File: src/rtl/mem_port_arbiter_if.sv
// rtl/mem_port_arbiter_if.sv - cache-side and memory-side signal bundle of the line port arbiter
// Purpose: groups the icache fill, dcache fill, dcache write-back and memory
//          port signals so the arbiter and its environment share one port.
// Ports (slave = arbiter view):
//   icache fill  : i_ic_rd_req, i_ic_rd_addr -> o_ic_rd_ack, o_ic_rd_data
//   dcache fill  : i_dc_rd_req, i_dc_rd_addr -> o_dc_rd_ack, o_dc_rd_data
//   dcache wb    : i_dc_wb_req, i_dc_wb_addr, i_dc_wb_data -> o_dc_wb_ack
//   memory       : o_mem_address, o_mem_read, o_mem_write, o_mem_wdata
//                  <- i_mem_rdata, i_mem_ready, i_mem_done
//   status       : o_busy
interface mem_port_arbiter_if #(
    parameter int LINE_BITS = 256
);
    logic                 i_ic_rd_req;
    logic [31:0]          i_ic_rd_addr;
    logic                 o_ic_rd_ack;
    logic [LINE_BITS-1:0] o_ic_rd_data;
    logic                 i_dc_rd_req;
    logic [31:0]          i_dc_rd_addr;
    logic                 o_dc_rd_ack;
    logic [LINE_BITS-1:0] o_dc_rd_data;
    logic                 i_dc_wb_req;
    logic [31:0]          i_dc_wb_addr;
    logic [LINE_BITS-1:0] i_dc_wb_data;
    logic                 o_dc_wb_ack;
    logic [31:0]          o_mem_address;
    logic                 o_mem_read;
    logic                 o_mem_write;
    logic [LINE_BITS-1:0] o_mem_wdata;
    logic [LINE_BITS-1:0] i_mem_rdata;
    logic                 i_mem_ready;
    logic                 i_mem_done;
    logic                 o_busy;

    modport slave (
        input  i_ic_rd_req, i_ic_rd_addr, i_dc_rd_req, i_dc_rd_addr,
               i_dc_wb_req, i_dc_wb_addr, i_dc_wb_data,
               i_mem_rdata, i_mem_ready, i_mem_done,
        output o_ic_rd_ack, o_ic_rd_data, o_dc_rd_ack, o_dc_rd_data, o_dc_wb_ack,
               o_mem_address, o_mem_read, o_mem_write, o_mem_wdata, o_busy
    );

    modport master (
        output i_ic_rd_req, i_ic_rd_addr, i_dc_rd_req, i_dc_rd_addr,
               i_dc_wb_req, i_dc_wb_addr, i_dc_wb_data,
               i_mem_rdata, i_mem_ready, i_mem_done,
        input  o_ic_rd_ack, o_ic_rd_data, o_dc_rd_ack, o_dc_rd_data, o_dc_wb_ack,
               o_mem_address, o_mem_read, o_mem_write, o_mem_wdata, o_busy
    );
endinterface

File: src/rtl/mem_port_arbiter.sv
// rtl/mem_port_arbiter.sv - shares one line-wide memory port between icache and dcache
// Purpose: one line transaction at a time; priority dc_wb > dc_rd > ic_rd,
//          with an ageing counter that lets a starved icache fill jump ahead.
// Ports:
//   i_clock   : rising-edge clock
//   i_reset_n : asynchronous active-low reset
//   bus       : mem_port_arbiter_if.slave (cache requests/acks, memory strobes, o_busy)
module mem_port_arbiter #(
    parameter int AGE_LIMIT = 8,
    parameter int LINE_BITS = 256
) (
    input  logic              i_clock,
    input  logic              i_reset_n,
    mem_port_arbiter_if.slave bus
);
    localparam int            AW      = $clog2(AGE_LIMIT + 1);
    localparam logic [AW-1:0] AGE_MAX = AW'(AGE_LIMIT);

    typedef enum logic [1:0] {ST_IDLE, ST_RD, ST_WR, ST_RESP} state_t;
    typedef enum logic [1:0] {GNT_IC, GNT_DC_RD, GNT_DC_WB} grant_t;

    state_t               state_q;
    grant_t               grant_q;
    logic [AW-1:0]        age_q, age_d;
    logic [31:0]          addr_q;
    logic [LINE_BITS-1:0] wdata_q;
    logic [LINE_BITS-1:0] rdata_q;
    logic                 mem_read_q, mem_write_q;
    logic                 ic_ack_q, dc_rd_ack_q, dc_wb_ack_q;
    logic                 grant_ic, grant_dc_rd, grant_dc_wb;
    logic                 unused_addr_lsbs;

    // Arbitration is evaluated every cycle but only acted on in IDLE.
    // dc_rd is masked by a pending write-back so a dirty line always reaches
    // memory before the refill of the same set.
    always_comb begin
        grant_ic    = bus.i_ic_rd_req &&
                      ((age_q == AGE_MAX) || (!bus.i_dc_wb_req && !bus.i_dc_rd_req));
        grant_dc_wb = bus.i_dc_wb_req && !grant_ic;
        grant_dc_rd = bus.i_dc_rd_req && !bus.i_dc_wb_req && !grant_ic;

        age_d = age_q;
        if (!bus.i_ic_rd_req || (state_q == ST_IDLE && grant_ic)) begin
            age_d = '0;
        end else if (age_q != AGE_MAX) begin
            age_d = age_q + 1'b1;
        end
    end

    always_ff @(posedge i_clock or negedge i_reset_n) begin
        if (!i_reset_n) begin
            state_q     <= ST_IDLE;
            grant_q     <= GNT_IC;
            age_q       <= '0;
            addr_q      <= '0;
            wdata_q     <= '0;
            rdata_q     <= '0;
            mem_read_q  <= 1'b0;
            mem_write_q <= 1'b0;
            ic_ack_q    <= 1'b0;
            dc_rd_ack_q <= 1'b0;
            dc_wb_ack_q <= 1'b0;
        end else begin
            age_q       <= age_d;
            ic_ack_q    <= 1'b0;
            dc_rd_ack_q <= 1'b0;
            dc_wb_ack_q <= 1'b0;
            case (state_q)
                ST_IDLE: begin
                    if (grant_dc_wb) begin
                        grant_q     <= GNT_DC_WB;
                        addr_q      <= {bus.i_dc_wb_addr[31:5], 5'b0};
                        wdata_q     <= bus.i_dc_wb_data;
                        mem_write_q <= 1'b1;
                        state_q     <= ST_WR;
                    end else if (grant_dc_rd) begin
                        grant_q    <= GNT_DC_RD;
                        addr_q     <= {bus.i_dc_rd_addr[31:5], 5'b0};
                        mem_read_q <= 1'b1;
                        state_q    <= ST_RD;
                    end else if (grant_ic) begin
                        grant_q    <= GNT_IC;
                        addr_q     <= {bus.i_ic_rd_addr[31:5], 5'b0};
                        mem_read_q <= 1'b1;
                        state_q    <= ST_RD;
                    end
                end
                ST_RD: begin
                    // i_mem_done is meaningless here and deliberately ignored.
                    if (bus.i_mem_ready) begin
                        rdata_q    <= bus.i_mem_rdata;
                        mem_read_q <= 1'b0;
                        state_q    <= ST_RESP;
                        if (grant_q == GNT_IC) begin
                            ic_ack_q <= 1'b1;
                        end else begin
                            dc_rd_ack_q <= 1'b1;
                        end
                    end
                end
                ST_WR: begin
                    if (bus.i_mem_done) begin
                        mem_write_q <= 1'b0;
                        dc_wb_ack_q <= 1'b1;
                        state_q     <= ST_RESP;
                    end
                end
                default: begin
                    // RESP: the ack registered on entry is visible for this one cycle.
                    state_q <= ST_IDLE;
                end
            endcase
        end
    end

    assign bus.o_mem_address = addr_q;
    assign bus.o_mem_read    = mem_read_q;
    assign bus.o_mem_write   = mem_write_q;
    assign bus.o_mem_wdata   = wdata_q;
    assign bus.o_ic_rd_ack   = ic_ack_q;
    assign bus.o_dc_rd_ack   = dc_rd_ack_q;
    assign bus.o_dc_wb_ack   = dc_wb_ack_q;
    // Both caches see the last captured line; only the acked one consumes it.
    assign bus.o_ic_rd_data  = rdata_q;
    assign bus.o_dc_rd_data  = rdata_q;
    assign bus.o_busy        = (state_q != ST_IDLE);

    // Line offsets are forced to zero on the memory side.
    assign unused_addr_lsbs = ^{bus.i_ic_rd_addr[4:0], bus.i_dc_rd_addr[4:0],
                                bus.i_dc_wb_addr[4:0]};
endmodule

File: src/flat_wrapper.sv
// flat-port wrapper written by rule: the top's interface ports become plain ports
module mem_port_arbiter_flat 
#(
    parameter int AGE_LIMIT = 8,
    parameter int LINE_BITS = 256
)
  (i_clock, i_reset_n, bus_i_ic_rd_req, bus_i_ic_rd_addr, bus_i_dc_rd_req, bus_i_dc_rd_addr, bus_i_dc_wb_req, bus_i_dc_wb_addr, bus_i_dc_wb_data, bus_i_mem_rdata, bus_i_mem_ready, bus_i_mem_done, bus_o_ic_rd_ack, bus_o_ic_rd_data, bus_o_dc_rd_ack, bus_o_dc_rd_data, bus_o_dc_wb_ack, bus_o_mem_address, bus_o_mem_read, bus_o_mem_write, bus_o_mem_wdata, bus_o_busy);
  mem_port_arbiter_if #(.LINE_BITS(LINE_BITS)) bus_i ();
  input  logic i_clock;
  input  logic i_reset_n;
  input wire logic [$bits(bus_i.i_ic_rd_req)-1:0] bus_i_ic_rd_req;
  input wire logic [$bits(bus_i.i_ic_rd_addr)-1:0] bus_i_ic_rd_addr;
  input wire logic [$bits(bus_i.i_dc_rd_req)-1:0] bus_i_dc_rd_req;
  input wire logic [$bits(bus_i.i_dc_rd_addr)-1:0] bus_i_dc_rd_addr;
  input wire logic [$bits(bus_i.i_dc_wb_req)-1:0] bus_i_dc_wb_req;
  input wire logic [$bits(bus_i.i_dc_wb_addr)-1:0] bus_i_dc_wb_addr;
  input wire logic [$bits(bus_i.i_dc_wb_data)-1:0] bus_i_dc_wb_data;
  input wire logic [$bits(bus_i.i_mem_rdata)-1:0] bus_i_mem_rdata;
  input wire logic [$bits(bus_i.i_mem_ready)-1:0] bus_i_mem_ready;
  input wire logic [$bits(bus_i.i_mem_done)-1:0] bus_i_mem_done;
  output wire logic [$bits(bus_i.o_ic_rd_ack)-1:0] bus_o_ic_rd_ack;
  output wire logic [$bits(bus_i.o_ic_rd_data)-1:0] bus_o_ic_rd_data;
  output wire logic [$bits(bus_i.o_dc_rd_ack)-1:0] bus_o_dc_rd_ack;
  output wire logic [$bits(bus_i.o_dc_rd_data)-1:0] bus_o_dc_rd_data;
  output wire logic [$bits(bus_i.o_dc_wb_ack)-1:0] bus_o_dc_wb_ack;
  output wire logic [$bits(bus_i.o_mem_address)-1:0] bus_o_mem_address;
  output wire logic [$bits(bus_i.o_mem_read)-1:0] bus_o_mem_read;
  output wire logic [$bits(bus_i.o_mem_write)-1:0] bus_o_mem_write;
  output wire logic [$bits(bus_i.o_mem_wdata)-1:0] bus_o_mem_wdata;
  output wire logic [$bits(bus_i.o_busy)-1:0] bus_o_busy;
  assign bus_i.i_ic_rd_req = bus_i_ic_rd_req;
  assign bus_i.i_ic_rd_addr = bus_i_ic_rd_addr;
  assign bus_i.i_dc_rd_req = bus_i_dc_rd_req;
  assign bus_i.i_dc_rd_addr = bus_i_dc_rd_addr;
  assign bus_i.i_dc_wb_req = bus_i_dc_wb_req;
  assign bus_i.i_dc_wb_addr = bus_i_dc_wb_addr;
  assign bus_i.i_dc_wb_data = bus_i_dc_wb_data;
  assign bus_i.i_mem_rdata = bus_i_mem_rdata;
  assign bus_i.i_mem_ready = bus_i_mem_ready;
  assign bus_i.i_mem_done = bus_i_mem_done;
  assign bus_o_ic_rd_ack = bus_i.o_ic_rd_ack;
  assign bus_o_ic_rd_data = bus_i.o_ic_rd_data;
  assign bus_o_dc_rd_ack = bus_i.o_dc_rd_ack;
  assign bus_o_dc_rd_data = bus_i.o_dc_rd_data;
  assign bus_o_dc_wb_ack = bus_i.o_dc_wb_ack;
  assign bus_o_mem_address = bus_i.o_mem_address;
  assign bus_o_mem_read = bus_i.o_mem_read;
  assign bus_o_mem_write = bus_i.o_mem_write;
  assign bus_o_mem_wdata = bus_i.o_mem_wdata;
  assign bus_o_busy = bus_i.o_busy;
  mem_port_arbiter #(.AGE_LIMIT(AGE_LIMIT), .LINE_BITS(LINE_BITS)) u_core (.i_clock(i_clock), .i_reset_n(i_reset_n), .bus(bus_i));
endmodule
File: config.mk
export PLATFORM = sky130hd
export DESIGN_NAME = mem_port_arbiter_flat
export DESIGN_NICKNAME = d
export VERILOG_FILES = /design/src/rtl/mem_port_arbiter_if.sv /design/src/rtl/mem_port_arbiter.sv /design/src/flat_wrapper.sv
export SDC_FILE = /design/constraint.sdc
export NUM_CORES = 1
export LEC_CHECK = 0
export ABC_AREA = 1
export CELL_PAD_IN_SITES_DETAIL_PLACEMENT = 1
export CELL_PAD_IN_SITES_GLOBAL_PLACEMENT = 1
export CORE_AREA = 5 5 552 554
export DETAILED_ROUTE_END_ITERATION = 16
export DIE_AREA = 0 0 557 559
export PLACE_DENSITY_LB_ADDON = 0.1
export REMOVE_ABC_BUFFERS = 1
export SKIP_CTS_REPAIR_TIMING = 1
export SLEW_MARGIN = 10
export SYNTH_ARGS = -nofsm -noshare
export SYNTH_HDL_FRONTEND = slang
export SYNTH_SLANG_ARGS = --single-unit
File: constraint.sdc
create_clock -name i_clock -period 3.1 [get_ports i_clock]
set_input_delay 0.465 -clock i_clock [delete_from_list [all_inputs] [get_ports i_clock]]
set_output_delay 0.465 -clock i_clock [all_outputs]
set_load 0.02 [all_outputs]
## Yosys cells after proc, flatten, opt, wreduce, memory -nomap -nowiden

Index checks and enable logic that the tools add are counted.

| word-level totals | value |
|---|---|
| word-level logic and storage cells | 77 |
| flip-flop bits (word level) | 557 |
| input bits | 615 |

| operators by class | value |
|---|---|
| add/subtract/negate cells | 1 |
| reductions and logical operators | 25 |
| muxes and demuxes | 30 |
| equality and inequality tests | 10 |

Operators with widths:

| kind | number |
|---|---|
| two-way mux 32 bit | 3 |
| two-way mux 2 bit | 8 |
| two-way mux 1 bit | 14 |
| two-way mux 4 bit | 2 |
| nonzero test 2 bit | 4 |
| logical AND 1 bit | 6 |
| != test 2 bit, second input constant | 3 |
| one-hot mux 2 bit (3 select lines) | 1 |
| AND reduction 2 bit | 3 |
| AND reduction 3 bit | 2 |
| adder 4 x 1 -> 4 bit, second input constant | 1 |
| equality test 4 bit, second input constant | 1 |
| logical NOT 1 bit | 4 |
| logical NOT 2 bit | 2 |
| != test 4 x 1 -> 1 bit, second input constant | 1 |
| != test 4 bit, second input constant | 1 |
| one-hot mux 1 bit (2 select lines) | 2 |
| AND reduction 4 bit | 1 |
| != test 3 x 1 -> 1 bit, second input constant | 1 |
| nonzero test 3 bit | 1 |
| equality test 2 x 1 -> 1 bit, second input constant | 1 |
| equality test 2 bit, second input constant | 1 |
| logical OR 1 bit | 2 |
| != test 2 x 1 -> 1 bit, second input constant | 1 |

## Longest topological paths before layout

| logic depth | value |
|---|---|
| depth in word-level cells | 9 |
| gate-level depth with buffers | 12 |
| gate-level depth less buffers | 10 |

## Worst setup path before layout

OpenSTA, ideal clock, no wires.

| path | value |
|---|---|
| path kind | flip-flop to flip-flop |
| start point | register u_core.age_q[0] |
| end point | register u_core.addr_q[11], in the netlist u_core.bus.o_mem_address[11] |
| buffers on the path | 1 |
| data arrival time | 1.579 ns |
| period minus slack after synthesis | 1.695 ns |
| setup time | 0.116 ns |
| setup slack | 1.405 ns |
| cell stages (with the launch flop) | 11 |
| cell sequence | dfrtp_1 inv_1 ha_1 nand3_1 nand2_1 nand2_1 nand2_1 clkbuf_1 nand3_1 nand2_1 nand2_1 |

| on the way | value |
|---|---|
| word-level cells in the longest chain between the ends | 7 |
| elaborated cells on any way between the ends | 10 |
| classes of those cells | eq/ne (1); mux (2); reduce/logical (7) |

RTL lines:

| what | line | source |
|---|---|---|
| start: declaration | mem_port_arbiter.sv:24 | `logic [AW-1:0] age_q, age_d;` |
| start signal: assignment | mem_port_arbiter.sv:64 | `age_q <= age_d;` |
| equality test 4 bit * | mem_port_arbiter.sv:38 | `((age_q == AGE_MAX) \|\| (!bus.i_dc_wb_req && !bus.i_dc_rd_req));` |
| logical OR 1 bit * | mem_port_arbiter.sv:38 |  |
| logical AND 1 bit * | mem_port_arbiter.sv:37 | `grant_ic = bus.i_ic_rd_req &&` |
| logical NOT 1 bit | mem_port_arbiter.sv:39, mem_port_arbiter.sv:40 |  |
| logical AND 1 bit, on equally long branches | mem_port_arbiter.sv:39, mem_port_arbiter.sv:40 |  |
| nonzero test 3 bit (no source line) / two-way mux 32 bit (equally long branches) | -- |  |
| AND reduction 2 bit (no source line) / two-way mux 32 bit (equally long branches) | -- |  |
| end signal: assignment | mem_port_arbiter.sv:72 | `addr_q <= {bus.i_dc_wb_addr[31:5], 5'b0};` |
| end signal: assignment | mem_port_arbiter.sv:78 | `addr_q <= {bus.i_dc_rd_addr[31:5], 5'b0};` |
| end signal: assignment | mem_port_arbiter.sv:83 | `addr_q <= {bus.i_ic_rd_addr[31:5], 5'b0};` |
| end: declaration | mem_port_arbiter.sv:25 | `logic [31:0] addr_q;` |

Every way passes the cells marked *; elsewhere a longest branch is shown, timed or not.
A chain may end at the register's enable or synchronous reset.

## Worst setup path after layout

| path | value |
|---|---|
| start point | register u_core.rdata_q[237], in the netlist u_core.bus.o_dc_rd_data[237] |
| end point | output port bus_o_ic_rd_data[237] |

RTL lines:

| what | line | source |
|---|---|---|
| start: declaration | mem_port_arbiter.sv:27 | `logic [LINE_BITS-1:0] rdata_q;` |
| start signal: assignment | mem_port_arbiter.sv:91 | `rdata_q <= bus.i_mem_rdata;` |
| end: declaration | flat_wrapper.sv:22 | `output wire logic [$bits(bus_i.o_ic_rd_data)-1:0] bus_o_ic_rd_data;` |

No word-level cell between the ends.

==> metrics.txt <==
internal portion of total power slightly below 30 mW; wire length per cell roughly 25 µm; cell with the largest stage delay on the worst path clkdlybuf4s50_1; area enclosed by the die boundary a little over 0.3 mm²; placer's final routability congestion estimate roughly 0.73; Num CTS Buffers ~90; yosys warns 0; synthesized netlist cell count between 2k and 2.5k; vias in the first global route 22.86k; number of failing hold endpoints at the final stage 0; buffers from clock root to sink, at most 4; classification of the worst setup path reg -> out; hold-critical path endpoint u_core.bus.o_mem_wdata[174]$_DFFE_PN0P_; Async S/R FF share, synth 100.0%; switching power of the nets 23.15 mW; critical path, cell by cell clkdlybuf4s50_1; Power, Total approximately 52 mW; DIE WIDTH about 560 µm; maximum VDD drop between 0.0004 and 0.0005 V; fraction of synthesized cell area taken by the top area cell type about three fifths; cell area after layout around 0.044 mm²; chip height 559 µm; Netlist Area Pre-Place 0.02352 mm²; prevailing post-synth register cell dfrtp_1; top fanout value on the critical path 3; wire length of the first global-routing pass approximately 240000 µm; buffers and inverters on the worst path 1; period utilisation layout a little over four fifths; final routed wirelength across all metal layers ~190000 µm; pin count of the biggest net entering global routing 87; final core utilization between 10 and 15%; shortest period the worst path allows roughly 2600 ps; Reg-to-Reg End u_core.bus.o_mem_address[23]$_DFFE_PN0P_; HP Start bus_i_dc_wb_data[174]; layout cells sized above 1 a little over an eighth; Yosys cell types 21; kind of cell with the highest combined delay on the critical path buffers and inverters; worst-case headroom to the max-slew limit 52.92%; worst clock skew between 50 and 60 ps; CP Data Required Time 2630 ps; sequential fraction of design power 27.0%; Clock Tree Root clkbuf_16; synthesized flop and latch total about 550; Residual DRC 0; Register-to-Register Path Depth 12; r2r setup slk roughly 860 ps; TritonCTS clock tree built; DP Wirelength ~160000 µm; category of the worst setup path capture point output pin; arrival time reported for the critical path endpoint 2130 ps; Clock H-tree levels 3; leakage power of the design 18.44 nW; per-instance average area after synthesis 10.27 µm²; dominant cells by area after synthesis dfrtp_1 (59%), nand2_1 (15%), mux2_2 (12%), buf_4 (8.4%), nand3_1 (1.9%); start point of the critical path u_core.bus.o_dc_rd_data[237]$_DFFE_PN0P_; number of vias after detailed routing roughly 21k; unrepaired setup endpoints after global routing no; Max-Cap Viols 0; area overhead of the layout relative to synthesis 86.71%; stages on the worst setup path 1; number of synthesized flops with an enable pin 0; launch point of the worst reg-to-reg path u_core.age_q[0]$_DFFE_PN0P_; Initial Util approximately 7.9%; areal power density over the cells between 1000 and 1500 mW/mm²; Congestion Overflow GR 0; largest stage delay on the critical path 770 ps; most area-hungry cell type in the Yosys netlist dfrtp_1; share of synthesized area occupied by flip-flops and latches between 50 and 60%; outcome complete, no violations; top-level port count around 1.4k; nets between 4k and 5k; Worst-path clk slew 60 ps; number of design-rule violations left by the first detailed-router iteration 695; highest attainable clock frequency just under 0.4 GHz; remaining number of nets flagged by the antenna check after routing 0; antenna violations before repair between 100 and 150; global-route total usage across every layer about an eighth; number of placement rows between 200 and 250; total of buffers placed on input and output ports 1400; area of the core 0.2990 mm²; number of sinks on the clock net 552; setup tns final 0 ps; combinational share of power a little over half; worst min-delay path class in -> reg; iteration count of the initial detailed-routing pass 4; Hold Path Stages 3; slew at the pin closest to its max-slew limit 706.1 ps; Critical Path Start Type flip-flop; instance area at placement 0.04093 mm²; via/cell ratio about 2.8; sw frac between 40% and 50%; Setup Viol. Count Final 0; relative contribution of the clock network to total power roughly a fifth; clock latency at the later pin of the worst-skew pair about 800 ps; total count of max-transition violations in the final report 0
sequential cells by signal, summed over array words and instances, names as in the netlist:
name	flops
u_core.bus.o_mem_read	1
u_core.age_q	4
u_core.grant_q	2
u_core.bus.o_dc_wb_ack	1
u_core.bus.o_mem_wdata	256
u_core.bus.o_mem_address	27
u_core.state_q	2
u_core.bus.o_dc_rd_data	256
u_core.bus.o_ic_rd_ack	1
u_core.bus.o_mem_write	1
u_core.bus.o_dc_rd_ack	1
layout by cell type (no fill, tap or decap), types with 20 or more instances in the layout:
cell type and n:
nand2_1 926, buf_12 20, clkbuf_8 26, clkbuf_16 91, mux2_2 256, inv_1 70, diode_2 36, nand3_1 88
clkdlybuf4s50_1 1397, buf_4 58, clkbuf_1 20, dfrtp_1 552
through the flow:
| stage | worst slack, ps | hold WS, ps | std cells |
|---|---|---|---|
| CTS | -47.72 | -367.3 | 7512 |
| finish | 501.6 | 218.6 | 7549 |
| detailed placement | 391.0 | 464.5 | 7363 |
| global placement | 379.9 | 460.9 | 7363 |
| floorplan | -5168 | 169.4 | 1928 |
| global route | 303.0 | 152.7 | 7516 |
tightest hold or removal path: cells and delay by family:
kind	cells	cell delay (ps)
buf+inv	1	390
simple gates	2	100
worst max path at each step:
| stage | end |
|---|---|
| after floorplan | u_core.bus.o_mem_wdata[0]$_DFFE_PN0P_ |
| after global placement | u_core.bus.o_mem_wdata[96]$_DFFE_PN0P_ |
| after detailed placement | u_core.bus.o_mem_wdata[109]$_DFFE_PN0P_ |
| after CTS | bus_o_busy |
| after global routing | bus_o_busy |
| final | bus_o_ic_rd_data[237] |
power groups by stage:
stage | clock network [mW] | registers, mW | logic (mW)
2_1_floorplan | 0 | 19.4 | 5.20
3_3_place_gp | 0 | 14.3 | 29.0
3_5_place_dp | 0 | 14.4 | 28.8
4_1_cts | 11.0 | 14.4 | 28.9
5_1_grt | 11.2 | 14.6 | 29.5
6_report | 10.3 | 14.1 | 27.8
cell type report:
type                    instances  area (µm²)
fillers                     34520      255100
repair buffers               1478       14860
flip-flops and latches        552       13810
diodes                         36       90.09
inverters                      72       277.8
multi-input cells            1304        7044
clock buffers                 137        2710
well taps                    3958        4952
clock inverters                12       167.7
layer usage:
layer / vias up / global-route usage (%) / share of wire [%]
met3: 260 / 5.738 / 11
li1: 9399 / - / -
met5: - / 0 / 0.25
met4: 76 / 2.652 / 2.2
met1: 10150 / 11.95 / 35
met2: 1021 / 21.31 / 51
logic make-up after synthesis:
logic type	count (synthesis)	synth area share, %
AND/OR/NAND/NOR	1028	16.94
buffers and inverters	438	11.51
XOR/XNOR	2	0.07449
adder cells (fa/ha/maj)	6	0.3192
AO/OA/AOI/OAI	7	0.1489
multiplexers	256	12.26
other	1	0.01594
flip-flops	552	58.73
cell usage after synthesis, types with 6 or more instances:
master / n
buf_1: 8
buf_2: 64
buf_4: 262
clkbuf_1: 32
dfrtp_1: 552
ha_1: 6
inv_1: 70
mux2_2: 256
nand2_1: 928
nand3_1: 88
nor2_1: 6
o21ai_0: 6
No activity file was read; power rests on OpenSTA's default activity.
